==> config.mk <==
export PLATFORM = sky130hd
export DESIGN_NAME = tap_autorange_ctrl
export DESIGN_NICKNAME = d
export VERILOG_FILES = /design/src/rtl/tap_autorange_ctrl.sv
export SDC_FILE = /design/constraint.sdc
export NUM_CORES = 1
export LEC_CHECK = 0
export CAP_MARGIN = 25
export CORE_ASPECT_RATIO = 0.7
export CORE_UTILIZATION = 46
export DETAILED_ROUTE_END_ITERATION = 8
export GPL_ROUTABILITY_DRIVEN = 0
export HOLD_SLACK_MARGIN = 0.02
export PLACE_DENSITY = 0.84
export SKIP_LAST_GASP = 1
export SLEW_MARGIN = 20
export SYNTH_ARGS = -nofsm -noshare
export SYNTH_HDL_FRONTEND = slang
export SYNTH_SLANG_ARGS = --single-unit
export TNS_END_PERCENT = 20
==> constraint.sdc <==
create_clock -name clk -period 1.87 [get_ports clk]
set_input_delay 0.374 -clock clk [delete_from_list [all_inputs] [get_ports clk]]
set_output_delay 0.374 -clock clk [all_outputs]
set_load 0.1 [all_outputs]
==> src/rtl/tap_autorange_ctrl.sv <==
// Auto-ranging sequencer for the front-end tap/gain step: settle, evaluate a window, step down/up.
// Optional build macro FAST_OVER_EN: over-range in SETTLE/EVAL jumps straight to STEP_MIN.
module tap_autorange_ctrl #(
  parameter logic [3:0]  STEP_MAX   = 4'd10,
  parameter logic [3:0]  STEP_MIN   = 4'd5,
  parameter logic [15:0] SETTLE_CYC = 16'd1000,
  parameter logic [15:0] WIN_CYC    = 16'd256
) (
  input  logic        clk,
  input  logic        rest,
  input  logic [31:0] inputCmd,
  input  logic        inputCmdTrigger,
  input  logic        overDec,
  input  logic        underDec,
  output logic [3:0]  tapStep,
  output logic        rangeValid,
  output logic        overRange,
  output logic        rangeChange
);
  typedef enum logic [1:0] {SETTLE, EVAL, MANUAL} state_t;

  localparam logic [3:0] OP_RESTART = 4'd6;
  localparam logic [3:0] OP_MANUAL  = 4'd7;
  localparam logic [3:0] OP_AUTO    = 4'd8;

  // Bit 0 carries overDec, bit 1 carries underDec.
  logic [1:0] asyncIn;
  logic [1:0] syncOut;
  assign asyncIn = {underDec, overDec};

  genvar gi;
  generate
    for (gi = 0; gi < 2; gi++) begin : gSync
      logic meta_reg;
      logic stable_reg;
      always_ff @(posedge clk) begin
        if (rest) begin
          meta_reg   <= 1'b0;
          stable_reg <= 1'b0;
        end else begin
          meta_reg   <= asyncIn[gi];
          stable_reg <= meta_reg;
        end
      end
      assign syncOut[gi] = stable_reg;
    end
  endgenerate

  logic ovS, unS;
  assign ovS = syncOut[0];
  assign unS = syncOut[1];

  state_t      state_reg, state_next;
  logic [15:0] cnt_reg, cnt_next;
  logic [3:0]  tapStep_reg, tapStep_next;
  logic        rangeValid_reg, rangeValid_next;
  logic        overRange_reg, overRange_next;
  logic        rangeChange_reg;
  logic        ovSeen_reg, ovSeen_next;
  logic        unAll_reg, unAll_next;
  logic        trigD_reg;

  logic       cmdPos;
  logic [3:0] opcode, arg, argClamped;
  logic       settleEnd, winEnd, ovAcc, unAcc;
  logic       unusedCmdBits;

  assign cmdPos        = inputCmdTrigger & ~trigD_reg;
  assign opcode        = inputCmd[31:28];
  assign arg           = inputCmd[3:0];
  assign unusedCmdBits = ^inputCmd[27:4];
  assign argClamped    = (arg < STEP_MIN) ? STEP_MIN : ((arg > STEP_MAX) ? STEP_MAX : arg);
  assign settleEnd     = (cnt_reg == SETTLE_CYC - 16'd1);
  assign winEnd        = (cnt_reg == WIN_CYC - 16'd1);
  // Include the current cycle so the window really spans WIN_CYC samples.
  assign ovAcc         = ovSeen_reg | ovS;
  assign unAcc         = unAll_reg & unS;

  always_comb begin
    state_next      = state_reg;
    cnt_next        = cnt_reg + 16'd1;
    tapStep_next    = tapStep_reg;
    rangeValid_next = rangeValid_reg;
    overRange_next  = overRange_reg;
    ovSeen_next     = ovSeen_reg;
    unAll_next      = unAll_reg;
    if (cmdPos && opcode == OP_RESTART) begin
      tapStep_next    = STEP_MAX;
      overRange_next  = 1'b0;
      rangeValid_next = 1'b0;
      state_next      = SETTLE;
      cnt_next        = 16'd0;
    end else if (cmdPos && opcode == OP_MANUAL) begin
      tapStep_next    = argClamped;
      rangeValid_next = 1'b1;
      state_next      = MANUAL;
      cnt_next        = 16'd0;
    end else if (cmdPos && opcode == OP_AUTO) begin
      rangeValid_next = 1'b0;
      state_next      = SETTLE;
      cnt_next        = 16'd0;
`ifdef FAST_OVER_EN
    end else if (ovS && state_reg != MANUAL) begin
      tapStep_next    = STEP_MIN;
      rangeValid_next = 1'b0;
      state_next      = SETTLE;
      cnt_next        = 16'd0;
      if (tapStep_reg == STEP_MIN) overRange_next = 1'b1;
`endif
    end else begin
      case (state_reg)
        SETTLE: begin
          if (settleEnd) begin
            state_next  = EVAL;
            cnt_next    = 16'd0;
            ovSeen_next = 1'b0;
            unAll_next  = 1'b1;
          end
        end
        EVAL: begin
          ovSeen_next = ovAcc;
          unAll_next  = unAcc;
          if (winEnd) begin
            cnt_next    = 16'd0;
            ovSeen_next = 1'b0;
            unAll_next  = 1'b1;
            if (ovAcc && tapStep_reg > STEP_MIN) begin
              tapStep_next    = tapStep_reg - 4'd1;
              rangeValid_next = 1'b0;
              state_next      = SETTLE;
            end else if (ovAcc) begin
              overRange_next  = 1'b1;
              rangeValid_next = 1'b1;
            end else if (unAcc && tapStep_reg < STEP_MAX) begin
              tapStep_next    = tapStep_reg + 4'd1;
              rangeValid_next = 1'b0;
              state_next      = SETTLE;
            end else begin
              rangeValid_next = 1'b1;
            end
          end
        end
        MANUAL: begin
          cnt_next = cnt_reg;
          if (ovS && tapStep_reg == STEP_MIN) overRange_next = 1'b1;
        end
        default: begin
          state_next = SETTLE;
          cnt_next   = 16'd0;
        end
      endcase
    end
  end

  always_ff @(posedge clk) begin
    if (rest) begin
      state_reg       <= SETTLE;
      cnt_reg         <= 16'd0;
      tapStep_reg     <= STEP_MAX;
      rangeValid_reg  <= 1'b0;
      overRange_reg   <= 1'b0;
      rangeChange_reg <= 1'b0;
      ovSeen_reg      <= 1'b0;
      unAll_reg       <= 1'b0;
      trigD_reg       <= 1'b0;
    end else begin
      state_reg       <= state_next;
      cnt_reg         <= cnt_next;
      tapStep_reg     <= tapStep_next;
      rangeValid_reg  <= rangeValid_next;
      overRange_reg   <= overRange_next;
      rangeChange_reg <= (tapStep_next != tapStep_reg);
      ovSeen_reg      <= ovSeen_next;
      unAll_reg       <= unAll_next;
      trigD_reg       <= inputCmdTrigger;
    end
  end

  assign tapStep     = tapStep_reg;
  assign rangeValid  = rangeValid_reg;
  assign overRange   = overRange_reg;
  assign rangeChange = rangeChange_reg;
endmodule
==> results of run 1 <==
-- worst register-to-register path, delay by kind of cell, from the launching register on --
family          cells  cell delay [ns]
xor+xnor            1             0.15
simple gates        2             0.57
fa+ha+maj           1             0.16
compound gates      3             0.46
flops               1             0.39
buf+inv             2             0.20
-- repair_timing --
action                     CTS  global route
pin swaps                    0             8
buffers inserted             0             1
gates resized for setup      1             5
setup endpoints to repair    5            15
-- through the flow --
stage	setup TNS, ns	area (um2)	setup WS (ns)	hold WS, ns
2_1_floorplan	-0.736	2030	-0.268	0.414
3_3_place_gp	-1.09	2650	-0.155	0.417
3_5_place_dp	-3.38	2650	-0.333	0.430
4_1_cts	-0.283	2740	-0.0872	0.445
5_1_grt	-1.31	2780	-0.180	0.462
6_report	-0.307	2780	-0.113	0.442
-- cell usage after synthesis, types with 2 or more instances --
library cell / instances
dfxtp_1: 32
nand2_1: 30
a21oi_1: 22
nor2_1: 17
a31oi_1: 11
o21ai_0: 11
nand3_1: 9
nor2b_1: 8
a311oi_1: 6
inv_1: 6
buf_6: 5
clkbuf_1: 5
nand2b_1: 5
nor3_1: 5
nor3b_1: 5
ha_1: 4
a211oi_1: 3
a41oi_1: 3
and3_1: 3
buf_2: 3
nand4_1: 3
nand4b_1: 3
nor4_1: 3
or3_1: 3
xor2_1: 3
a21o_1: 2
a41o_1: 2
mux2i_1: 2
nand3b_1: 2
xnor2_1: 2
-- routing by layer --
layer	up-vias	share of wire	GRT usage
met4	0	0.025	0.115
li1	1051	-	-
met1	1002	0.45	0.402
met3	21	0.095	0.0768
met2	136	0.43	0.363
met5	-	0	0
-- cell families after synthesis --
logic type,Yosys count,share of synthesized area
buf+inv,21,0.0641
compound gates,74,0.251
flops,32,0.322
xor+xnor,5,0.0220
fa+ha+maj,4,0.0251
mux,2,0.0101
simple gates,110,0.306
-- how the worst min path moves through the flow --
| stage | end | startpoint | slack [ns] |
|---|---|---|---|
| after global routing | gSync[0].stable_reg$_SDFF_PP0_ | gSync[0].meta_reg$_SDFF_PP0_ | 0.46 |
| after floorplan | gSync[0].stable_reg$_SDFF_PP0_ | gSync[0].meta_reg$_SDFF_PP0_ | 0.41 |
| after detailed placement | gSync[1].stable_reg$_SDFF_PP0_ | gSync[1].meta_reg$_SDFF_PP0_ | 0.43 |
| after global placement | gSync[0].stable_reg$_SDFF_PP0_ | gSync[0].meta_reg$_SDFF_PP0_ | 0.42 |
| final | gSync[1].stable_reg$_SDFF_PP0_ | gSync[1].meta_reg$_SDFF_PP0_ | 0.44 |
| after CTS | gSync[1].stable_reg$_SDFF_PP0_ | gSync[1].meta_reg$_SDFF_PP0_ | 0.44 |
-- layout make-up --
class,instances,area share
timing repair buffer,71,0.242
clock inverter,1,0.00180
sequential,32,0.235
multi-input combinational,195,0.461
clock buffer,7,0.0275
inverter,6,0.00991
tap,52,0.0234
-- power groups by stage --
stage / Sequential (uW) / Clock, uW / Combinational, uW
5_1_grt: 703 / 559 / 241
4_1_cts: 702 / 518 / 213
3_5_place_dp: 717 / 0 / 212
3_3_place_gp: 716 / 0 / 206
6_report: 702 / 513 / 223
2_1_floorplan: 735 / 0 / 88.0
==> metrics, run 1 <==
area taken by multi-input logic gates 0.00128 mm2; commonest non-fill, non-tap cells in the layout buf_4, nand2_1, dfxtp_1; Final min period 1.98 ns; placed cells 355; part of the power in registers 0.488; final total power 1440 uW; maximum root-to-sink buffer count 2; Synth top area share 0.322; failing checks design-rule violations, negative setup slack; cts bufs inserted 5; Reg2Reg Setup Slack -0.11 ns; Final Max Tran Viols 0; first-pass GRT wire length 9.43 mm; Initial Util 0.493; RSZ-0062 raised after global routing yes; critical path buffer and inverter count 2; most common cell after layout, fill and taps aside buf_4; number of distinct library cells after synthesis 60; reg2reg start tapStep[0]$_SDFF_PP0_; CP top delay family simple AND/OR/NAND/NOR gates; 1st-iter DRT viols 327; non-filler cells, final 364; largest net degree at the start of global routing 26; FMAX 504 MHz; Setup crit end kind flip-flop; crit share post-route 1.06; Cells on Worst Hold Path 1; max FFs per register 16; CTS Sinks 32; register area 653 um2; syn_area_per_cell 8.03 um2; clock share of power 0.357; Register-to-Register Path Depth 9; Post-Syn Instances 248; WP data required 2.09 ns; post-synthesis sequential area ratio 0.322; Setup CP Type reg -> reg; hold buffer count at cts 0; Psw 371 uW; Die Span Y 57.0 um; CORE AREA 0.00404 mm2; CP Cell Sequence inv_4 -> ha_4 -> nor3b_4 -> o22ai_2 -> buf_6 -> xor2_4 -> or3_1 -> a41o_1 -> a21oi_1; Worst-path clk slew 0.06 ns; most area-consuming cells after synthesis dfxtp_1, nand2_1, a21oi_1; # setup viols final 5; combinational power share 0.155; Cell Area, Synth 0.00199 mm2; #FFs+latches synth 32; std cell rows 19; DR pass1 iterations 9; Final Hold Vio Count 0; later-pin clock latency in the skew report 0.29 ns; slowest cell on the critical path dfxtp_4; critical-path maximum fanout 4; WP depth 9; CTS tree yes; Boundary Pins 44; Layout fillers 299; CTS root buffer clkbuf_8; post-DR wirelength/cell 15.4 um; number of flops mapped to enable cells by yosys 0; Crit path largest cell delay 0.39 ns; H-tree depth 2; CP Launch Point tapStep[0]$_SDFF_PP0_; end of the critical path rangeChange$_SDFF_PP0_; die area 0.00460 mm2; Via Count 2210; post-synthesis net count 289; DRT antenna net count 0; YS warnings 0; r2r endpoint rangeChange$_SDFF_PP0_; power density cells 518 mW/mm2; I/O Buffers 19; Net Sw Frac 0.258; die width 80.6 um; post-route setup slack -0.113 ns; vias in the first global route 1965; Max-cap violations 0; relative slew slack 0.756; P_int 1070 uW; Hold WC Path Type reg -> reg; Ant. Diodes 0; FFs w/ async S/R, synth 0; top_reg_cell synth dfxtp_1; initial antenna violation count 0; nets@finish 352; status finished with violations; leading area contributor after synthesis dfxtp_1; All-Layer GR Usage 0.271; Clock Skews 0.00735 ns; CP arrival 2.20 ns; Post-Route WL 5.59 mm; DR vias/cell 6.07; fin util 0.687; Leak 0.00110 uW; Setup crit start kind flip-flop; Area Overhead vs Synth 39.5%; peak supply drop 0.369 mV; layout cells sized above 1 0.282; DRC 1; Slew @ Worst Pin 0.363 ns; total global routing overflow 0; DPL Wire Length 4.08 mm
(Power assumes the default switching activity.)
==> run 2: changes to the inputs <==
CORE_UTILIZATION = 47   (was 46)
CTS_BUF_LIST = sky130_fd_sc_hd__clkbuf_8   (was unset)
PLACE_DENSITY = 0.85   (was 0.84)
==> metrics, run 2 (synthesized netlist as in run 1, its figures left out) <==
reg2reg start cnt_reg[5]$_SDFFE_PP0P_; Final Max Tran Viols 0 (unchanged); design area 0.00288 mm2 (+3.7%); CP top delay family simple AND/OR/NAND/NOR gates; Final TNS setup -0.776 ns (-0.469 ns); later-pin clock latency in the skew report 0.29 ns (about the same); post-route setup slack -0.157 ns (-0.0437 ns); die area 0.00450 mm2 (-2.1%); Setup CP Type reg -> reg; status finished with violations; Clock Skews 0.00945 ns (+0.00210 ns); Initial Util 0.498 (+0.00586); CTS Sinks 32 (unchanged); maximum root-to-sink buffer count 2 (unchanged); Setup crit start kind flip-flop; end of the critical path tapStep[1]$_SDFF_PP1_; Post-Route WL 6.48 mm (+16%); post-DR wirelength/cell 17.7 um (+16%); Ant. Diodes 0 (unchanged); Die Span Y 56.5 um (-1.0%); Crit path largest cell delay 0.43 ns (+0.04 ns); RSZ-0062 raised after global routing yes; WP depth 6 (-3); Hold WC Path Type reg -> reg; slowest cell on the critical path and3_1; nets@finish 353 (+0.28%); CP Cell Sequence and3_1 -> nand2_1 -> a211oi_2 -> nand2_1 -> mux2i_1 -> a221o_1; largest net degree at the start of global routing 22 (-15%); DRT antenna net count 0 (unchanged); total global routing overflow 0 (unchanged); Worst-path clk slew 0.07 ns (about the same); WP data required 2.05 ns (-0.04 ns); CP most frequent cell nand2_1; Boundary Pins 44 (unchanged); r2r endpoint tapStep[1]$_SDFF_PP1_; Max-cap violations 0 (unchanged); Post-DP Area 0.00263 mm2 (-0.66%); power density cells 549 mW/mm2 (+6.0%); All-Layer GR Usage 0.262 (-0.00935); critical-path maximum fanout 8 (+4); std cell rows 19 (unchanged); layout cells sized above 1 0.304 (+0.0215); hold buffer count at cts 0 (unchanged); Area Overhead vs Synth 44.7%; Leak 0.00114 uW (+3.7%); CTS tree yes; die width 79.8 um (-1.0%); H-tree depth 2 (unchanged); Via Count 2343 (+6.0%); Slew @ Worst Pin 0.445 ns (+0.0817 ns); DPL Wire Length 4.00 mm (-2.0%); # setup viols final 8 (+3); CORE AREA 0.00399 mm2 (-1.2%); DR vias/cell 6.42 (+5.7%); vias in the first global route 1949 (-0.81%); Layout fillers 277 (-7.4%); 1st-iter DRT viols 542 (+66%); CTS root buffer clkbuf_8; CP arrival 2.21 ns (about the same); peak supply drop 0.419 mV (+13%); failing checks negative setup slack; FMAX 493 MHz (-2.2%); Final min period 2.03 ns (+0.0437 ns); Final Hold Vio Count 0 (unchanged); critical path buffer and inverter count 0 (-2); Reg2Reg Setup Slack -0.16 ns (-0.04 ns); I/O Buffers 19 (unchanged); CP Launch Point cnt_reg[5]$_SDFFE_PP0P_; initial antenna violation count 0 (unchanged); most common cell after layout, fill and taps aside buf_4; relative slew slack 0.699 (-0.0566); Setup crit end kind flip-flop; commonest non-fill, non-tap cells in the layout buf_4, nand2_1, dfxtp_1; first-pass GRT wire length 9.10 mm (-3.4%); crit share post-route 1.08 (+0.0233); max FFs per register 16 (unchanged); cts bufs inserted 5 (unchanged); Register-to-Register Path Depth 6 (-3); DR pass1 iterations 6 (-3); DRC 0 (-1)
## run 2: worst reg2reg max path: stages (launching register included)
cell and delay [ns]:
dfxtp_1 0.38, and3_1 0.44, nand2_1 0.18, a211oi_2 0.29, nand2_1 0.17, mux2i_1 0.15, a221o_1 0.31
## run 2: power breakdown
group          leakage, uW  internal [uW]  switching [uW]
Combinational     0.000825            111             114
Clock            0.0000532            388             263
Sequential        0.000261            693            12.5
## run 2: per-stage QoR
step	worst slack [ns]	total power (uW)	util	cells	hold WS, ns
after floorplan	-0.268	823	-	248	0.414
after global placement	-0.155	919	0.659	351	0.416
after detailed placement	-0.222	927	0.659	351	0.440
after CTS	-0.113	1570	0.697	362	0.456
after global routing	-0.223	1640	0.721	365	0.472
final	-0.157	1580	0.721	365	0.451
## run 2: area by class of cell
class | instances | area (um2) | share of cell area
Multi-Input combinational cell | 195 | 1320 | 0.460
Timing Repair Buffer | 72 | 704 | 0.245
Clock buffer | 5 | 68.8 | 0.0239
Inverter | 6 | 27.5 | 0.00956
Tap cell | 52 | 65.1 | 0.0226
Clock inverter | 3 | 37.5 | 0.0130
Sequential cell | 32 | 653 | 0.227
## run 2: metal layers
layer  GRT usage  vias up  share of wire
met5           0        -              0
met4      0.0587        0          0.051
met3      0.0504       53           0.11
met2       0.408      182           0.43
met1       0.374     1055           0.41
li1            -     1053              -
## run 2: worst min path at each step
stage                                     endpoint                          from  cells past startpoint
floorplan           gSync[0].stable_reg$_SDFF_PP0_  gSync[0].meta_reg$_SDFF_PP0_                      1
global placement    gSync[0].stable_reg$_SDFF_PP0_  gSync[0].meta_reg$_SDFF_PP0_                      1
detailed placement  gSync[1].stable_reg$_SDFF_PP0_  gSync[1].meta_reg$_SDFF_PP0_                      1
CTS                 gSync[1].stable_reg$_SDFF_PP0_  gSync[1].meta_reg$_SDFF_PP0_                      1
global route        gSync[1].stable_reg$_SDFF_PP0_  gSync[1].meta_reg$_SDFF_PP0_                      1
finish              gSync[1].stable_reg$_SDFF_PP0_  gSync[1].meta_reg$_SDFF_PP0_                      1
## run 2: what timing repair did
item                       in CTS  in global routing
setup endpoints to repair       7                 19
pin swaps                       7                 11
setup buffers                   3                  2
gates resized for setup         4                 12
gates cloned                    0                  1
